[src/rtl/vm_pkg.sv]
// Shared voting-machine types, FSM encoding and default timing constants.
// The LOCKOUT state is only present when VM_VOTE_LOCKOUT_EN is defined.
package vm_pkg;

  localparam int VM_NUM_CAND            = 4;
  localparam int VM_DEBOUNCE_CYCLES_DEF = 10;
  localparam int VM_LOCKOUT_CYCLES_DEF  = 50;

  typedef logic [1:0] cand_id_t;

  typedef enum logic [1:0] {
    ST_IDLE    = 2'd0,
    ST_HELD    = 2'd1
`ifdef VM_VOTE_LOCKOUT_EN
    ,
    ST_LOCKOUT = 2'd2
`endif
  } vm_cond_state_t;

  function automatic logic is_onehot(input logic [VM_NUM_CAND-1:0] oh);
    return (oh != '0) && ((oh & (oh - {{(VM_NUM_CAND-1){1'b0}}, 1'b1})) == '0);
  endfunction

  function automatic cand_id_t onehot_to_id(input logic [VM_NUM_CAND-1:0] oh);
    cand_id_t id;
    case (oh)
      4'b0001: id = 2'd0;
      4'b0010: id = 2'd1;
      4'b0100: id = 2'd2;
      4'b1000: id = 2'd3;
      default: id = 2'd0;
    endcase
    return id;
  endfunction

endpackage

[src/rtl/vm_debounce.sv]
// One-bit 2-FF synchroniser followed by a debounce counter; the level only
// moves after DEBOUNCE_CYCLES consecutive disagreeing samples.
module vm_debounce
  import vm_pkg::*;
#(
  parameter int DEBOUNCE_CYCLES = VM_DEBOUNCE_CYCLES_DEF
) (
  input  logic clock,
  input  logic reset,
  input  logic raw,
  output logic level
);

  localparam int            CW       = $clog2(DEBOUNCE_CYCLES);
  localparam logic [CW-1:0] CNT_LAST = CW'(DEBOUNCE_CYCLES - 1);

  logic          sync1_q, sync2_q;
  logic          level_q, level_d;
  logic [CW-1:0] cnt_q, cnt_d;

  // Next debounced level and run-length of disagreeing samples.
  always_comb begin
    level_d = level_q;
    cnt_d   = cnt_q;
    if (sync2_q != level_q) begin
      if (cnt_q == CNT_LAST) begin
        level_d = ~level_q;
        cnt_d   = '0;
      end else begin
        cnt_d = cnt_q + CW'(1);
      end
    end else begin
      cnt_d = '0;
    end
  end

  // Synchroniser, debounced level and counter registers.
  always_ff @(posedge clock or posedge reset) begin
    if (reset) begin
      sync1_q <= 1'b0;
      sync2_q <= 1'b0;
      level_q <= 1'b0;
      cnt_q   <= '0;
    end else begin
      sync1_q <= raw;
      sync2_q <= sync1_q;
      level_q <= level_d;
      cnt_q   <= cnt_d;
    end
  end

  assign level = level_q;

endmodule

[src/rtl/vm_button_conditioner.sv]
// Voting-machine button front end: sync, debounce and one-event-per-press
// arbitration. Define VM_VOTE_LOCKOUT_EN to add post-release dead time.
module vm_button_conditioner
  import vm_pkg::*;
#(
  parameter int DEBOUNCE_CYCLES = VM_DEBOUNCE_CYCLES_DEF,
  parameter int LOCKOUT_CYCLES  = VM_LOCKOUT_CYCLES_DEF
) (
  input  logic     clock,
  input  logic     reset,
  input  logic     mode,
  input  logic     button0,
  input  logic     button1,
  input  logic     button2,
  input  logic     button3,
  output logic     vote_valid,
  output logic     query_valid,
  output cand_id_t cand_id,
  output logic     conflict,
  output logic     mode_sync
);

  logic [VM_NUM_CAND-1:0] raw_s, db_s;
  logic                   mode_meta_q, mode_sync_q;
  vm_cond_state_t         state_q, state_d;
  logic                   vote_q, vote_d, query_q, query_d, conflict_q, conflict_d;
  cand_id_t               cand_q, cand_d;

  assign raw_s = {button3, button2, button1, button0};

  for (genvar g = 0; g < VM_NUM_CAND; g++) begin : g_db
    vm_debounce #(.DEBOUNCE_CYCLES(DEBOUNCE_CYCLES)) u_db (
      .clock (clock),
      .reset (reset),
      .raw   (raw_s[g]),
      .level (db_s[g])
    );
  end

`ifdef VM_VOTE_LOCKOUT_EN
  localparam int             LCW       = $clog2(LOCKOUT_CYCLES + 1);
  localparam logic [LCW-1:0] LOCK_LAST = LCW'(LOCKOUT_CYCLES - 1);
  logic [LCW-1:0] lock_cnt_q, lock_cnt_d;
`else
  logic unused_lockout;
  assign unused_lockout = (LOCKOUT_CYCLES > 0);
`endif

  // Mode switch synchroniser; deliberately not debounced.
  always_ff @(posedge clock or posedge reset) begin
    if (reset) begin
      mode_meta_q <= 1'b0;
      mode_sync_q <= 1'b0;
    end else begin
      mode_meta_q <= mode;
      mode_sync_q <= mode_meta_q;
    end
  end

  // Arbitration: one event per press, then wait for a full release.
  always_comb begin
    state_d    = state_q;
    vote_d     = 1'b0;
    query_d    = 1'b0;
    conflict_d = 1'b0;
    cand_d     = cand_q;
`ifdef VM_VOTE_LOCKOUT_EN
    lock_cnt_d = lock_cnt_q;
`endif
    case (state_q)
      ST_IDLE: begin
        if (is_onehot(db_s)) begin
          vote_d  = ~mode_sync_q;
          query_d = mode_sync_q;
          cand_d  = onehot_to_id(db_s);
          state_d = ST_HELD;
        end else if (db_s != '0) begin
          conflict_d = 1'b1;
          state_d    = ST_HELD;
        end else begin
          state_d = ST_IDLE;
        end
      end
      ST_HELD: begin
        if (db_s == '0) begin
`ifdef VM_VOTE_LOCKOUT_EN
          state_d    = ST_LOCKOUT;
          lock_cnt_d = '0;
`else
          state_d = ST_IDLE;
`endif
        end else begin
          state_d = ST_HELD;
        end
      end
`ifdef VM_VOTE_LOCKOUT_EN
      // A button still down at expiry re-arms via HELD, never an auto-vote.
      ST_LOCKOUT: begin
        if (lock_cnt_q == LOCK_LAST) begin
          lock_cnt_d = '0;
          state_d    = (db_s != '0) ? ST_HELD : ST_IDLE;
        end else begin
          lock_cnt_d = lock_cnt_q + LCW'(1);
        end
      end
`endif
      default: state_d = ST_IDLE;
    endcase
  end

  // FSM state and registered event outputs.
  always_ff @(posedge clock or posedge reset) begin
    if (reset) begin
      state_q    <= ST_IDLE;
      vote_q     <= 1'b0;
      query_q    <= 1'b0;
      conflict_q <= 1'b0;
      cand_q     <= 2'd0;
`ifdef VM_VOTE_LOCKOUT_EN
      lock_cnt_q <= '0;
`endif
    end else begin
      state_q    <= state_d;
      vote_q     <= vote_d;
      query_q    <= query_d;
      conflict_q <= conflict_d;
      cand_q     <= cand_d;
`ifdef VM_VOTE_LOCKOUT_EN
      lock_cnt_q <= lock_cnt_d;
`endif
    end
  end

  assign vote_valid  = vote_q;
  assign query_valid = query_q;
  assign conflict    = conflict_q;
  assign cand_id     = cand_q;
  assign mode_sync   = mode_sync_q;

endmodule
[config.mk]
export PLATFORM = sky130hd
export DESIGN_NAME = vm_button_conditioner
export DESIGN_NICKNAME = d
export VERILOG_FILES = /design/src/rtl/vm_pkg.sv /design/src/rtl/vm_debounce.sv /design/src/rtl/vm_button_conditioner.sv
export SDC_FILE = /design/constraint.sdc
export NUM_CORES = 1
export LEC_CHECK = 0
export ABC_CLOCK_PERIOD_IN_PS = 1300
export BUFFER_PORTS_ARGS = -buffer_cell sky130_fd_sc_hd__buf_2
export CORE_ASPECT_RATIO = 0.6
export CORE_UTILIZATION = 47
export CTS_BUF_LIST = sky130_fd_sc_hd__clkbuf_2
export CTS_CLUSTER_SIZE = 24
export DETAILED_ROUTE_END_ITERATION = 12
export PLACE_DENSITY = 0.65
export RECOVER_POWER = 50
export SYNTH_ARGS = -nofsm -noshare
export SYNTH_HDL_FRONTEND = slang
export SYNTH_SLANG_ARGS = --single-unit
[constraint.sdc]
create_clock -name clock -period 1.3 [get_ports clock]
set_input_delay 0.325 -clock clock [delete_from_list [all_inputs] [get_ports clock]]
set_output_delay 0.325 -clock clock [all_outputs]
set_load 0.1 [all_outputs]
==> Yosys cells after proc, flatten, opt, wreduce, memory -nomap -nowiden <==
Index checks and enable logic that the tools add are counted.
{ "totals": {"regBits": 37, "wordCells": 76} }
{ "op_classes": {"n_addsub": 5, "n_eq_ne": 12, "mux": 20, "n_bitwise": 6, "n_reduce_logical": 10} }
{ "op_table": {"columns": ["op", "n"], "rows": [
  ["$mux 4", 8],
  ["$eq 4x4->1 const B", 5],
  ["$add 4x1->4 const B", 4],
  ["$mux 1", 10],
  ["$reduce_and 2->1", 5],
  ["$logic_not 4->1", 2],
  ["$pmux 2 s3", 1],
  ["$not 1->1", 5],
  ["$and 4x4->4", 1],
  ["$eq 4x2->1 const B", 1],
  ["$eq 4x3->1 const B", 1],
  ["$ne 1x1->1", 4],
  ["$pmux 2 s2", 1],
  ["$reduce_bool 4->1", 1],
  ["$sub 4x1->4 const B", 1],
  ["$eq 2x1->1 const B", 1],
  ["$logic_not 2->1", 1],
  ["$logic_and 1x1->1", 1]
]} }

==> Longest topological paths before layout <==
{ "logic_depth": {"word_depth": 6, "ltp_mapped": 5, "ltp_nobuf": 5} }

==> Hierarchy <==
A second synthesis with hierarchy kept.
{ "unflattened": {"cells_unflattened": 126, "area_unflattened_um2": 1617.8} }
{ "modules_own_cells": {"columns": ["module", "instances", "cells_each", "area_each_um2"], "rows": [
  ["vm_debounce", 4, 22, 292.8],
  ["vm_button_conditioner", 1, 38, 446.7]
]} }

==> Worst setup path before layout <==
OpenSTA, ideal clock, no wires.
{ "synth_path": {"path_kind": "register to register", "start": "register, netlist name cand_id[0]", "end": "register cand_q[0], in the netlist cand_id[0]", "setup_time_ns": 0.104, "arrival_time_ns": 1.403, "required_time_ns": 1.196, "setup_slack_ns": -0.207, "stages_incl_launch_ff": 3, "path_buffers": 0, "path_cell_list": "dfrtp_1 -> o41ai_1 -> a221oi_1"} }
{ "synth_lines": {"columns": ["element", "line", "text"], "rows": [
  ["end signal, assigned", "vm_button_conditioner.sv:127", "cand_q <= cand_d;"],
  ["end, declared", "vm_button_conditioner.sv:27", "cand_id_t cand_q, cand_d;"]
]} }

==> Worst setup path after layout <==
{ "layout_path": {"start": "register mode_sync_q, in the netlist mode_sync", "end": "output port mode_sync"} }
{ "layout_lines": {"columns": ["element", "line", "text"], "rows": [
  ["start, declared", "vm_button_conditioner.sv:24", "logic mode_meta_q, mode_sync_q;"],
  ["start signal, assigned", "vm_button_conditioner.sv:56", "mode_sync_q <= mode_meta_q;"],
  ["end, declared", "vm_button_conditioner.sv:20", "output logic mode_sync"]
]} }
No word-level cell between the ends.

==> metrics <==
Initial Utilization 0.510; failing checks setup timing; fin. max-slew vios 0; initial antenna violation count 0; DP Cell Count roughly 180; largest net degree at the start of global routing 37; Synth cell types 26; WL final 2.22 mm; fin nets around 160; mux cell area share after synthesis 0.0298; grt total ovfl 0; Hold Slack between 0.05 and 0.06 ns; Worst setup EP type output pin; Util after Layout 0.601; Peak VDD IR between 0.7 and 0.8 mV; Synth Cell Area ~1500 µm²; die width around 75 µm; Sequential Area about 900 µm²; DRT iter0 DRCs 56; vias in the first global route 849; CP Buf/Inv Count 1; Gate Count Post-Synth about 120; Layout area overhead 18.0%; Rows 15; # H-tree levels 2; routability cong. slightly above 0.7; multi-input logic area roughly 550 µm²; Max-slew headroom 0.678; clk slew on worst S/H paths between 0.15 and 0.2 ns; Die H between 40 and 50 µm; worst min path class input port to flip-flop; final hold vios 0; Pwr per Cell Area roughly 1500 nW/µm²; die area roughly 3500 µm²; synthesized-area fraction occupied by adder cells 0.0728; share of cells above drive strength 1 0.252; Yosys reg bits 36; Post-Route Skew between 0.01 and 0.015 ns; status finished, violations left; crit path DAT roughly 0.99 ns; Crit path max-delay family flip-flops; first-pass GRT wire length around 3.6 mm; DR vias/cell just under 5; Slew @ Worst Pin 0.483 ns; CTS root buf clkbuf_2; endpoints failing setup 3; core area 2970 µm²; Longest Clk Path Bufs 2; unrepaired setup endpoints after global routing true; global-route usage over all layers 0.151; total CTS buffers 5; worst-path maximum fanout 2; TritonCTS clock tree done; min Tclk post-route about 1.3 ns; IO Pins 13; Synth Area in Simple Gates 0.145; mean post-synth cell area approximately 12 µm²; Buffers on Ports 12; yosys warns 0; clk_lat worst skew ~0.36 ns; TritonCTS Sinks 36; Crit Path Class flip-flop to output pin; crit-path cells buf_12; Worst Setup SP mode_sync; fill count 267; setup slack after layout -0.0148 ns; static leakage around 0.00085 µW; Remaining DRCs 0; sequential share of the synthesized area 0.596; Critical Path RT ~0.98 ns; Pwr Total roughly 2700 µW; CP peak stage delay 0.45 ns; DR vias between 900 and 1k; post-route ant nets 0; post-DR wirelength/cell 11.8 µm; Post-DP HPWL 1.59 mm; CP max-delay cell dfrtp_1; Max Freq between 700 and 800 MHz; Post-Synth XOR/XNOR Area 0.0753; placed inst area between 1500 and 2000 µm²; max-cap violations 0; largest family of logic cells by synthesized area simple AND/OR/NAND/NOR gates; hold wc startpoint mode; Tcrit/Tclk final 1.01; complex-gate fraction of the synthesized area 0.0364; Antenna Cells 0; DR pass1 iterations 4; syn nets between 100 and 150; Worst setup SP type flip-flop; fin area 1780 µm²; final non-filler cell total between 150 and 200; R2R Path Start g_db[2].u_db.level
[worst paths after layout]
check | end | slack [ns] | depth (start not counted)
worst max-delay path | mode_sync | -0.01 | 1
worst min-delay path | mode_meta_q | 0.05 | 1
worst max register to register | cand_id[1] | 0.06 | 3
worst min register to register | g_db[1].u_db.sync2_q | 0.37 | 0
max in group asynchronous | cand_id[1] | 0.33 | 4
min in group asynchronous | g_db[3].u_db.cnt_q[2] | 0.61 | 4
[power by group]
group / internal [µW] / switching (µW) / total [µW]
sequential: 1270 / 151 / 1420
clock: 144 / 340 / 484
combinational: 342 / 499 / 841
[state kept, by name, summed over array words and instances, names as in the netlist]
name	flops
g_db.u_db.cnt_q	16
mode_meta_q	1
g_db.u_db.sync2_q	4
conflict	1
vote_valid	1
query_valid	1
g_db.u_db.sync1_q	4
mode_sync	1
g_db.u_db.level	4
state_q	1
cand_id	2
[per-layer routing]
| metal | vias up | part of all wire | global-route usage |
|---|---|---|---|
| met5 | - | 0 | 0 |
| met4 | 0 | 0.017 | 0.0778 |
| met3 | 7 | 0.044 | 0.0664 |
| met2 | 20 | 0.45 | 0.223 |
| met1 | 438 | 0.49 | 0.189 |
| li1 | 451 | - | - |
[synthesized netlist by cell type, drive strengths merged]
master   instances  area (µm²)
dfrtp           36         901
nor2            22        85.1
xor2             9        78.8
ha               8         100
inv              7        26.3
nand2            7        26.3
buf              4        41.3
mux2             4        45.0
nand3            4        20.0
nand3b           4        30.0
xnor2            4        35.0
nor3             3        15.0
nor4b            2        23.8
a211oi           1        7.51
a21oi            1        5.00
a221o            1        10.0
a221oi           1        8.76
maj3             1        10.0
nand4bb          1        11.3
nor3b            1        7.51
o211ai           1        7.51
o31ai            1        7.51
o41ai            1        8.76
[final cells by class]
| class | instances | share of cell area |
|---|---|---|
| clock buffer | 7 | 0.0196 |
| multi-input combinational | 77 | 0.311 |
| sequential | 36 | 0.508 |
| clock inverter | 1 | 0.00211 |
| inverter | 7 | 0.0147 |
| timing repair buffer | 19 | 0.115 |
| tap | 42 | 0.0295 |
[cell usage in the layout (no fill, tap or decap)]
master	count
nand4bb_1	1
buf_4	5
dlygate4sd3_1	1
nand3_1	4
dfrtp_1	32
inv_1	7
nand3b_1	4
buf_12	6
dfrtp_2	4
mux2_2	4
a221o_1	1
o211ai_1	1
buf_2	6
xor2_1	9
o31ai_1	1
a211oi_2	1
clkinv_1	1
o41ai_1	1
nor4b_2	2
xnor2_1	4
maj3_1	1
nor2_1	21
nor2_2	1
nand2_1	7
a21oi_1	1
nor3b_1	1
clkbuf_2	7
ha_1	8
a221oi_1	1
clkbuf_4	1
nor3_1	3
[repair_timing]
| item | 4_1_cts | 5_1_grt |
|---|---|---|
| setup buffers | 2 | 0 |
| endpoints found under the hold margin | 36 | 0 |
| endpoints found under the setup margin | 6 | 10 |
| resized for setup | 0 | 4 |
| hold buffers | 1 | 0 |
[stage by stage]
stage | setup slack, ns | TNS, ns
finish | -0.0148 | -0.0278
global route | -0.0855 | -0.383
CTS | -0.0413 | -0.159
global placement | 0.126 | 0
detailed placement | 0.0326 | 0
floorplan | 0.0618 | 0
[cell families (layout without fill, tap and decap cells)]
logic type	after synthesis	after routing
AOI/OAI and AO/OA	7	7
xor gates and xnor gates	13	13
adders and majority gates	9	9
buffers and inverters	11	34
DFF	36	36
muxes	4	4
and+or+nand+nor	44	44
Note: power is estimated with default switching activity, not from simulation.
